$ cat src/rtl/usb_protocol_fsm.sv
// USB host transaction engine: issues tokens/DATA0/handshakes, waits for replies, retries and times out.
// Optional PROTO_STATS_EN adds saturating retry/failure counters.
module usb_protocol_fsm #(
    parameter logic [6:0] DEV_ADDR     = 7'd5,
    parameter logic [3:0] MEMPAGE_ENDP = 4'd4,
    parameter logic [3:0] DATA_ENDP    = 4'd8,
    parameter logic [7:0] HS_TIMEOUT   = 8'd255,
    parameter logic [3:0] MAX_ATTEMPTS = 4'd8
) (
    input  logic        clk,
    input  logic        rst_L,
    input  logic [2:0]  msg_type,
    input  logic [63:0] rw_dout,
    output logic        protocol_free,
    output logic        timeout,
    output logic [63:0] rw_din,
    output logic        tx_start,
    output logic [3:0]  tx_pid,
    output logic [6:0]  tx_addr,
    output logic [3:0]  tx_endp,
    output logic [63:0] tx_data,
    input  logic        tx_done,
    input  logic        rx_valid,
    input  logic [3:0]  rx_pid,
    input  logic [63:0] rx_data,
`ifdef PROTO_STATS_EN
    output logic [15:0] stat_retries,
    output logic [15:0] stat_fails,
`endif
    input  logic        rx_err
);

    localparam logic [3:0] PID_OUT   = 4'b0001;
    localparam logic [3:0] PID_IN    = 4'b1001;
    localparam logic [3:0] PID_DATA0 = 4'b0011;
    localparam logic [3:0] PID_DATA1 = 4'b1011;
    localparam logic [3:0] PID_ACK   = 4'b0010;
    localparam logic [3:0] PID_NAK   = 4'b1010;

    typedef enum logic [2:0] {
        IDLE, TX_TOK, TX_DATA, WAIT_HS, RX_WAIT, TX_HS
    } state_t;

    state_t      state;
    logic [7:0]  timer;
    logic [3:0]  attempts;
    logic [3:0]  att_nxt;
    logic [63:0] rx_buf;
    logic        ack_pend;
    logic        hs_ok;
    logic        data_ok;
    logic        expired;
    logic        fail;
    logic        give_up;

    assign protocol_free = (state == IDLE);
    assign att_nxt       = attempts + 4'd1;
    assign hs_ok         = rx_valid && !rx_err && (rx_pid == PID_ACK);
    assign data_ok       = rx_valid && !rx_err && (rx_pid == PID_DATA0 || rx_pid == PID_DATA1);
    assign expired       = (timer == HS_TIMEOUT);

    // A received packet always takes precedence over a timer expiry in the same cycle.
    always_comb begin
        fail = 1'b0;
        case (state)
            WAIT_HS: fail = rx_valid ? !hs_ok : expired;
            RX_WAIT: fail = !rx_valid && expired;
            TX_HS:   fail = tx_done && !ack_pend;
            default: fail = 1'b0;
        endcase
        give_up = fail && (att_nxt >= MAX_ATTEMPTS);
    end

    always_ff @(posedge clk or negedge rst_L) begin
        if (!rst_L) begin
            state    <= IDLE;
            timer    <= 8'd0;
            attempts <= 4'd0;
            timeout  <= 1'b0;
            rw_din   <= 64'd0;
            tx_start <= 1'b0;
            tx_pid   <= 4'd0;
            tx_addr  <= 7'd0;
            tx_endp  <= 4'd0;
            tx_data  <= 64'd0;
            rx_buf   <= 64'd0;
            ack_pend <= 1'b0;
        end else begin
            tx_start <= 1'b0;
            timeout  <= 1'b0;
            if (fail)
                attempts <= att_nxt;
            case (state)
                IDLE: begin
                    if (msg_type != 3'b000 && msg_type != 3'b111) begin
                        tx_data  <= rw_dout;
                        attempts <= 4'd0;
                        timer    <= 8'd0;
                    end
                    case (msg_type)
                        3'b001, 3'b010, 3'b101, 3'b110: begin
                            state    <= TX_TOK;
                            tx_start <= 1'b1;
                            tx_pid   <= (msg_type == 3'b001 || msg_type == 3'b110) ? PID_IN : PID_OUT;
                            tx_addr  <= DEV_ADDR;
                            tx_endp  <= msg_type[2] ? DATA_ENDP : MEMPAGE_ENDP;
                        end
                        3'b011: begin
                            state    <= TX_DATA;
                            tx_start <= 1'b1;
                            tx_pid   <= PID_DATA0;
                        end
                        3'b100:  state <= RX_WAIT;
                        default: state <= IDLE;
                    endcase
                end
                TX_TOK: if (tx_done) state <= IDLE;
                TX_DATA: begin
                    if (tx_done) begin
                        state <= WAIT_HS;
                        timer <= 8'd0;
                    end
                end
                WAIT_HS: begin
                    if (hs_ok) begin
                        state <= IDLE;
                    end else if (give_up) begin
                        state   <= IDLE;
                        timeout <= 1'b1;
                    end else if (fail) begin
                        // tx_data still holds the latched payload, so a resend just re-arms the encoder.
                        state    <= TX_DATA;
                        tx_start <= 1'b1;
                        tx_pid   <= PID_DATA0;
                    end else begin
                        timer <= timer + 8'd1;
                    end
                end
                RX_WAIT: begin
                    if (rx_valid) begin
                        state    <= TX_HS;
                        tx_start <= 1'b1;
                        ack_pend <= data_ok;
                        tx_pid   <= data_ok ? PID_ACK : PID_NAK;
                        if (data_ok)
                            rx_buf <= rx_data;
                    end else if (give_up) begin
                        state   <= IDLE;
                        timeout <= 1'b1;
                    end else if (fail) begin
                        timer <= 8'd0;
                    end else begin
                        timer <= timer + 8'd1;
                    end
                end
                TX_HS: begin
                    if (tx_done) begin
                        if (ack_pend) begin
                            rw_din <= rx_buf;
                            state  <= IDLE;
                        end else if (give_up) begin
                            state   <= IDLE;
                            timeout <= 1'b1;
                        end else begin
                            state <= RX_WAIT;
                            timer <= 8'd0;
                        end
                    end
                end
                default: state <= IDLE;
            endcase
        end
    end

`ifdef PROTO_STATS_EN
    always_ff @(posedge clk or negedge rst_L) begin
        if (!rst_L) begin
            stat_retries <= 16'd0;
            stat_fails   <= 16'd0;
        end else begin
            if (fail && stat_retries != 16'hFFFF)
                stat_retries <= stat_retries + 16'd1;
            if (give_up && stat_fails != 16'hFFFF)
                stat_fails <= stat_fails + 16'd1;
        end
    end
`endif

endmodule
$ cat config.mk
export PLATFORM = sky130hd
export DESIGN_NAME = usb_protocol_fsm
export DESIGN_NICKNAME = d
export VERILOG_FILES = /design/src/rtl/usb_protocol_fsm.sv
export SDC_FILE = /design/constraint.sdc
export NUM_CORES = 1
export LEC_CHECK = 0
export CORE_MARGIN = 2
export CORE_UTILIZATION = 45
export DETAILED_ROUTE_END_ITERATION = 16
export GPL_TIMING_DRIVEN = 0
export PLACE_DENSITY = 0.89
export SLEW_MARGIN = 20
export SYNTH_ARGS = -nofsm -noshare
export SYNTH_HDL_FRONTEND = slang
export SYNTH_SLANG_ARGS = --single-unit
$ cat constraint.sdc
create_clock -name clk -period 5.3 [get_ports clk]
set_input_delay 1.06 -clock clk [delete_from_list [all_inputs] [get_ports clk]]
set_output_delay 1.06 -clock clk [all_outputs]
set_load 0.02 [all_outputs]
Yosys cells after proc, flatten, opt, wreduce, memory -nomap -nowiden:

Cells that the tools add are included.

* muxes and demuxes: 50
* reduce and logical (&&, ||, !) cells: 27
* add/subtract/negate cells: 2
* magnitude comparators: 1
* equality and inequality tests: 32

Operators with widths (count)
* 2-to-1 mux 8 bit: 11
* 2-to-1 mux 4 bit: 10
* case mux 8 bit (5 select lines): 1
* 2-to-1 mux 3 bit: 10
* inequality test 2 bit, second input constant: 12
* case mux 3 bit (6 select lines): 1
* == test 3 bit, second input constant: 5
* == test 3 x 2 -> 1 bit, second input constant: 4
* case mux 4 bit (3 select lines): 1
* 2-to-1 mux 1 bit: 11
* AND reduction 11 bit: 1
* case mux 1 bit (3 select lines): 3
* case mux 3 bit (3 select lines): 1
* adder 8 x 1 -> 8 bit, second input constant: 1
* == test 4 x 2 -> 1 bit, second input constant: 2
* == test 8 bit, second input constant: 1
* case mux 4 bit (2 select lines): 1
* logical AND 1 bit: 7
* == test 3 x 1 -> 1 bit, second input constant: 2
* inequality test 3 bit, second input constant: 2
* AND reduction 2 bit: 3
* AND reduction 3 bit: 2
* AND reduction 6 bit: 1
* nonzero test 3 bit: 2
* other kinds (13): 17

* register bits: 219
* output and inout port bits: 146

Longest topological paths before layout:

Gate-level depths: netlist of run 1.

* depth after elaboration: 11
* gate-level depth with buffers: 9
* mapped depth without buffers: 7

Worst setup path after synthesis of run 1:

Ideal clock, no wire load.

* kind: input to register
* start point: input rx_valid
* end point: register timer[5]
* path slack: 2708 ps
* arrival time: 2497 ps
* cell stages on the path: 6
* cells stage by stage: buf_4 and4bb_2 a21boi_4 o32ai_4 or4b_4 o31ai_1

* word-level cells in the longest chain between the ends: 9

Ends and longest elaborated chain
* from (decl): RTL line 23 `input logic rx_valid,`
* logical AND 1 bit (2 in series): RTL line 58 `assign hs_ok = rx_valid && !rx_err && (rx_pid == PID_ACK);`
* logical NOT 1 bit: RTL line 66 `WAIT_HS: fail = rx_valid ? !hs_ok : expired;`
* 2-to-1 mux 1 bit: RTL line 66
* case mux 1 bit (3 select lines): RTL line 65 `case (state)`
* 2-to-1 mux 8 bit: RTL line 150 `end else if (fail) begin`
* 2-to-1 mux 8 bit: RTL line 147 `end else if (give_up) begin`
* 2-to-1 mux 8 bit: RTL line 140 `if (rx_valid) begin`
* case mux 8 bit (5 select lines): RTL line 93 `case (state)`
* to (signal assigned): RTL line 136 `timer <= timer + 8'd1;`
* to (signal assigned): RTL line 153 `timer <= timer + 8'd1;`
* to (decl): RTL line 45 `logic [7:0] timer;`

Parallel ways exist; a longest one is shown, timed or not. The select of a mux whose other input is x is not followed.
A chain may end at the register's enable or synchronous reset.

Worst setup path in the final report of run 1:

* start point: register state[0]
* end point: output protocol_free

* word-level cells in the longest chain between the ends: 1

Ends and longest elaborated chain
* from (decl): RTL line 44 `state_t state;`
* from (signal assigned): RTL line 76 `state <= IDLE;`
* from (signal assigned): RTL line 102 `state <= TX_TOK;`
* from (signal assigned): RTL line 109 `state <= TX_DATA;`
* logical NOT 3 bit: RTL line 56 `assign protocol_free = (state == IDLE);`
* to (decl): RTL line 14 `output logic protocol_free,`

Every way passes these cells.

==> impl_metrics.prom, run 1 <==
# TYPE chip_impl_metric gauge
chip_impl_info{name="run_status",value="finished, final reports clean"} 1
chip_impl_metric{name="post-cts-setup-buffers",unit=""} 0
chip_impl_metric{name="final.setup_skew",unit="ns"} 0.0166
chip_impl_metric{name="detail_route.vias_per_cell",unit=""} 5.00
chip_impl_metric{name="p_sw",unit="mW"} 1.91
chip_impl_info{name="cts_tree",value="built"} 1
chip_impl_metric{name="synth_sequential_area_ratio",unit=""} 0.612
chip_impl_info{name="end_kind",value="output pin"} 1
chip_impl_metric{name="grt_start_max_net_pins",unit=""} 81
chip_impl_metric{name="core.rowCount",unit=""} 51
chip_impl_metric{name="netSwitchingFraction",unit=""} 0.332
chip_impl_info{name="layout.cells.most_common",value="clkdlybuf4s50_1"} 1
chip_impl_metric{name="cts_inserted_buffers",unit=""} 24
chip_impl_metric{name="yosys_register_bits",unit=""} 216
chip_impl_metric{name="routed_wirelength",unit="mm"} 22.3
chip_impl_metric{name="n_fill_cell",unit=""} 1430
chip_impl_metric{name="first_pass_iters",unit=""} 4
chip_impl_info{name="root_buffer",value="clkbuf_16"} 1
chip_impl_metric{name="power_frac_comb",unit=""} 0.335
chip_impl_metric{name="internal_power",unit="mW"} 3.85
chip_impl_metric{name="postLayoutCoreUtil",unit=""} 0.661
chip_impl_info{name="critical_path.endpoint",value="protocol_free"} 1
chip_impl_metric{name="core_area",unit="mm²"} 0.0193
chip_impl_info{name="ys.flop_type",value="dfrtp_1"} 1
chip_impl_metric{name="area_growth_from_synthesis_to_final_layout",unit="%"} 44.8
chip_impl_metric{name="final_nets",unit=""} 1188
chip_impl_metric{name="achievable-frequency",unit="MHz"} 282
chip_impl_metric{name="static-leakage-power",unit="nW"} 6.20
chip_impl_info{name="crit_start",value="state[0]"} 1
chip_impl_metric{name="clockBufferDepth",unit=""} 3
chip_impl_metric{name="cp_data_required_time",unit="ns"} 4.24
chip_impl_metric{name="grt_antenna_before_repair",unit=""} 1
chip_impl_metric{name="cts.clk_slew.worst_paths",unit="ns"} 0.06
chip_impl_metric{name="data_arrival_time_of_the_worst_path",unit="ns"} 2.49
chip_impl_metric{name="insertedDiodeCount",unit=""} 0
chip_impl_metric{name="synth_edf_count",unit=""} 0
chip_impl_metric{name="cts-htree-levels",unit=""} 1
chip_impl_metric{name="hold_buffers",unit=""} 0
chip_impl_metric{name="final-max-slew-violation-count",unit=""} 0
chip_impl_info{name="worstReg2RegEnd",value="tx_data[32]"} 1
chip_impl_metric{name="globalRoute.totalOverflow",unit=""} 0
chip_impl_metric{name="cts-resized-gates",unit=""} 0
chip_impl_info{name="worstReg2RegStart",value="state[0]"} 1
chip_impl_metric{name="hpwl",unit="mm"} 16.3
chip_impl_metric{name="timing.critical_path.fanout_max",unit=""} 10
chip_impl_metric{name="worst_ir_drop_vdd",unit="mV"} 0.399
chip_impl_metric{name="drt_iter0_drc",unit=""} 256
chip_impl_metric{name="post_synth_inst_count",unit=""} 730
chip_impl_metric{name="async_reset_ff_frac",unit=""} 1.00
chip_impl_metric{name="fraction_of_final_layout_cells_with_drive_strength_greater_than_1",unit=""} 0.202
chip_impl_metric{name="cap_viol_max_count",unit=""} 0
chip_impl_metric{name="minimum_clock_period",unit="ns"} 3.55
chip_impl_metric{name="dieWidth",unit="µm"} 144
chip_impl_metric{name="power-per-cell-area",unit="mW/mm²"} 451
chip_impl_metric{name="chipHeight",unit="µm"} 144
chip_impl_metric{name="ant_nets",unit=""} 0
chip_impl_metric{name="synth.avg_cell_area",unit="µm²"} 12.1
chip_impl_metric{name="worst_slew_pin_slew",unit="ns"} 0.690
chip_impl_info{name="most-common-layout-cells",value="clkdlybuf4s50_1, dfrtp_1, nand2_1"} 1
chip_impl_metric{name="wl_per_cell",unit="µm"} 16.9
chip_impl_info{name="unrepaired_setup_endpoints_after_global_routing",value="no"} 1
chip_impl_metric{name="drc",unit=""} 0
chip_impl_info{name="worstSetupStartpointType",value="flop"} 1
chip_impl_metric{name="clkSinkCount",unit=""} 216
chip_impl_metric{name="clkPwrFrac",unit=""} 0.282
chip_impl_metric{name="yosysWarnings",unit=""} 0
chip_impl_metric{name="yosys.cell_types.count",unit=""} 51
chip_impl_metric{name="gp_congestion",unit=""} 0.859
chip_impl_metric{name="start_util",unit=""} 0.457
chip_impl_metric{name="num_vias",unit=""} 6594
chip_impl_metric{name="insertion_delay",unit="ns"} 0.51
chip_impl_metric{name="timing.final.setup_violations",unit=""} 0
chip_impl_metric{name="period_share",unit=""} 0.670
chip_impl_metric{name="ff2ff_setup_slack",unit="ns"} 2.81
chip_impl_info{name="worst_setup_path_category",value="reg2out"} 1
chip_impl_metric{name="vias_in_the_first_global_route",unit=""} 6895
chip_impl_metric{name="slew-limit-headroom",unit=""} 0.536
chip_impl_metric{name="design.portCount",unit=""} 286
chip_impl_metric{name="finalHoldViolCount",unit=""} 0
chip_impl_metric{name="setup-tns-final",unit="ns"} 0
chip_impl_info{name="worstHoldPathType",value="in2async"} 1
chip_impl_metric{name="gr-usage-all-layers",unit=""} 0.217
chip_impl_metric{name="die_area",unit="mm²"} 0.0208
chip_impl_metric{name="io_buffer_count",unit=""} 276
chip_impl_metric{name="synthesized_area",unit="mm²"} 0.00883
chip_impl_metric{name="p_total",unit="mW"} 5.77
chip_impl_metric{name="seqPwrFrac",unit=""} 0.383
chip_impl_metric{name="r2r.worst_path.cells",unit=""} 7
chip_impl_metric{name="grt_pass1_wl",unit="mm"} 35.4
==> Yosys cell counts (all sizes together), types with 3 or more instances <==
cell type  count  area, µm²
o21a           3       22.5
mux2         131       1480
nand2        210        788
o31ai          5       37.5
a21boi         4       41.3
a21oi          9       45.0
buf           31        180
inv            9       33.8
mux2i          4       40.0
nand2b         3       18.8
o41ai          4       35.0
dfrtp        216       5410
nor3b          4       35.0
nor3           7       35.0
nand4          3       18.8
nand3          8       40.0
nor2          10       37.5
ha             7       87.6
o22ai          3       18.8
clkbuf        11       41.3
nor2b          3       18.8
or3            3       18.8
o21ai         15       75.1
==> flip-flops by register name, summed over array words and instances, names as in the netlist, 2 cells and up <==
register / count
rw_din: 64
timer: 8
tx_pid: 3
tx_data: 64
tx_endp: 2
attempts: 4
rx_buf: 64
state: 3
==> critical path: stages, from the launching register on <==
cell,delay (ns)
dfrtp_1,0.44
buf_2,0.21
nor3_1,0.58
clkdlybuf4s50_1,0.76
==> kinds of logic (layout without fill, tap and decap cells) <==
logic type,after synthesis,in the layout,share of synthesized area
simple gates,263,263,0.130
flops,216,216,0.612
mux,135,135,0.172
compound gates,57,57,0.0475
buf+inv,51,368,0.0289
fa+ha+maj,7,7,0.00992
other cells,1,8,0.000425
==> per-stage QoR <==
step	cells	cell area [µm²]	setup WS, ns	hold WS (ns)
after floorplan	737	8860	2.71	0.465
after global routing	1319	12800	1.70	0.492
after detailed placement	1280	12000	1.95	0.462
after CTS	1319	12800	1.75	0.476
after global placement	1278	12000	-5.76	0.458
final	1319	12800	1.75	0.463
==> worst min path at each step <==
| stage | start | end | slack [ns] | cells past startpoint |
|---|---|---|---|---|
| finish | rst_L | tx_data[58] | 0.46 | 1 |
| global route | tx_data[50] | tx_data[50] | 0.49 | 2 |
| CTS | rst_L | tx_data[58] | 0.48 | 1 |
| detailed placement | tx_data[50] | tx_data[50] | 0.46 | 2 |
| global placement | tx_data[35] | tx_data[35] | 0.46 | 2 |
| floorplan | timer[0] | timer[0] | 0.46 | 1 |
==> final cells by class <==
cell class                      count  area [µm²]  area share
Clock buffer                       30         664      0.0520
Buffer                             42         221      0.0173
Clock inverter                      9         108     0.00842
Multi-Input combinational cell    470        3200       0.250
Tap cell                          265         332      0.0259
Sequential cell                   216        5410       0.423
Timing Repair Buffer              278        2820       0.221
Inverter                            9        33.8     0.00264
==> power by group through the flow <==
stage	registers (mW)	clock network (mW)	logic (mW)
after floorplan	2.53	0	0.689
after global placement	2.21	0	1.88
after detailed placement	2.23	0	1.93
after CTS	2.21	1.66	1.95
after global routing	2.25	1.73	2.09
final	2.21	1.63	1.93
==> per-layer routing <==
layer / track usage / wire length, µm / up-vias
li1: - / - / 3079
met1: 0.266 / 8760 / 3236
met2: 0.373 / 11400 / 216
met3: 0.0487 / 1250 / 61
met4: 0.0867 / 925 / 2
met5: 0 / 14 / -
Power figures use the tool's default switching activity.
==> run 2, diff against run 1 <==
- clock period: 5.3 -> 3.7 ns (I/O delays scaled with it)
==> results of run 2 <==
The final DEF is identical to that of run 1. Status: finished, final reports clean.
Main changes from that run: setup slack after placement 1.95 ns -> 0.668 ns; setup slack after layout 1.75 ns -> 0.469 ns; hold slack 0.463 ns -> 0.143 ns; register-to-register setup slack 2.81 ns -> 1.21 ns; total power 5.77 mW -> 8.26 mW; worst IR drop on VDD 0.399 mV -> 0.571 mV
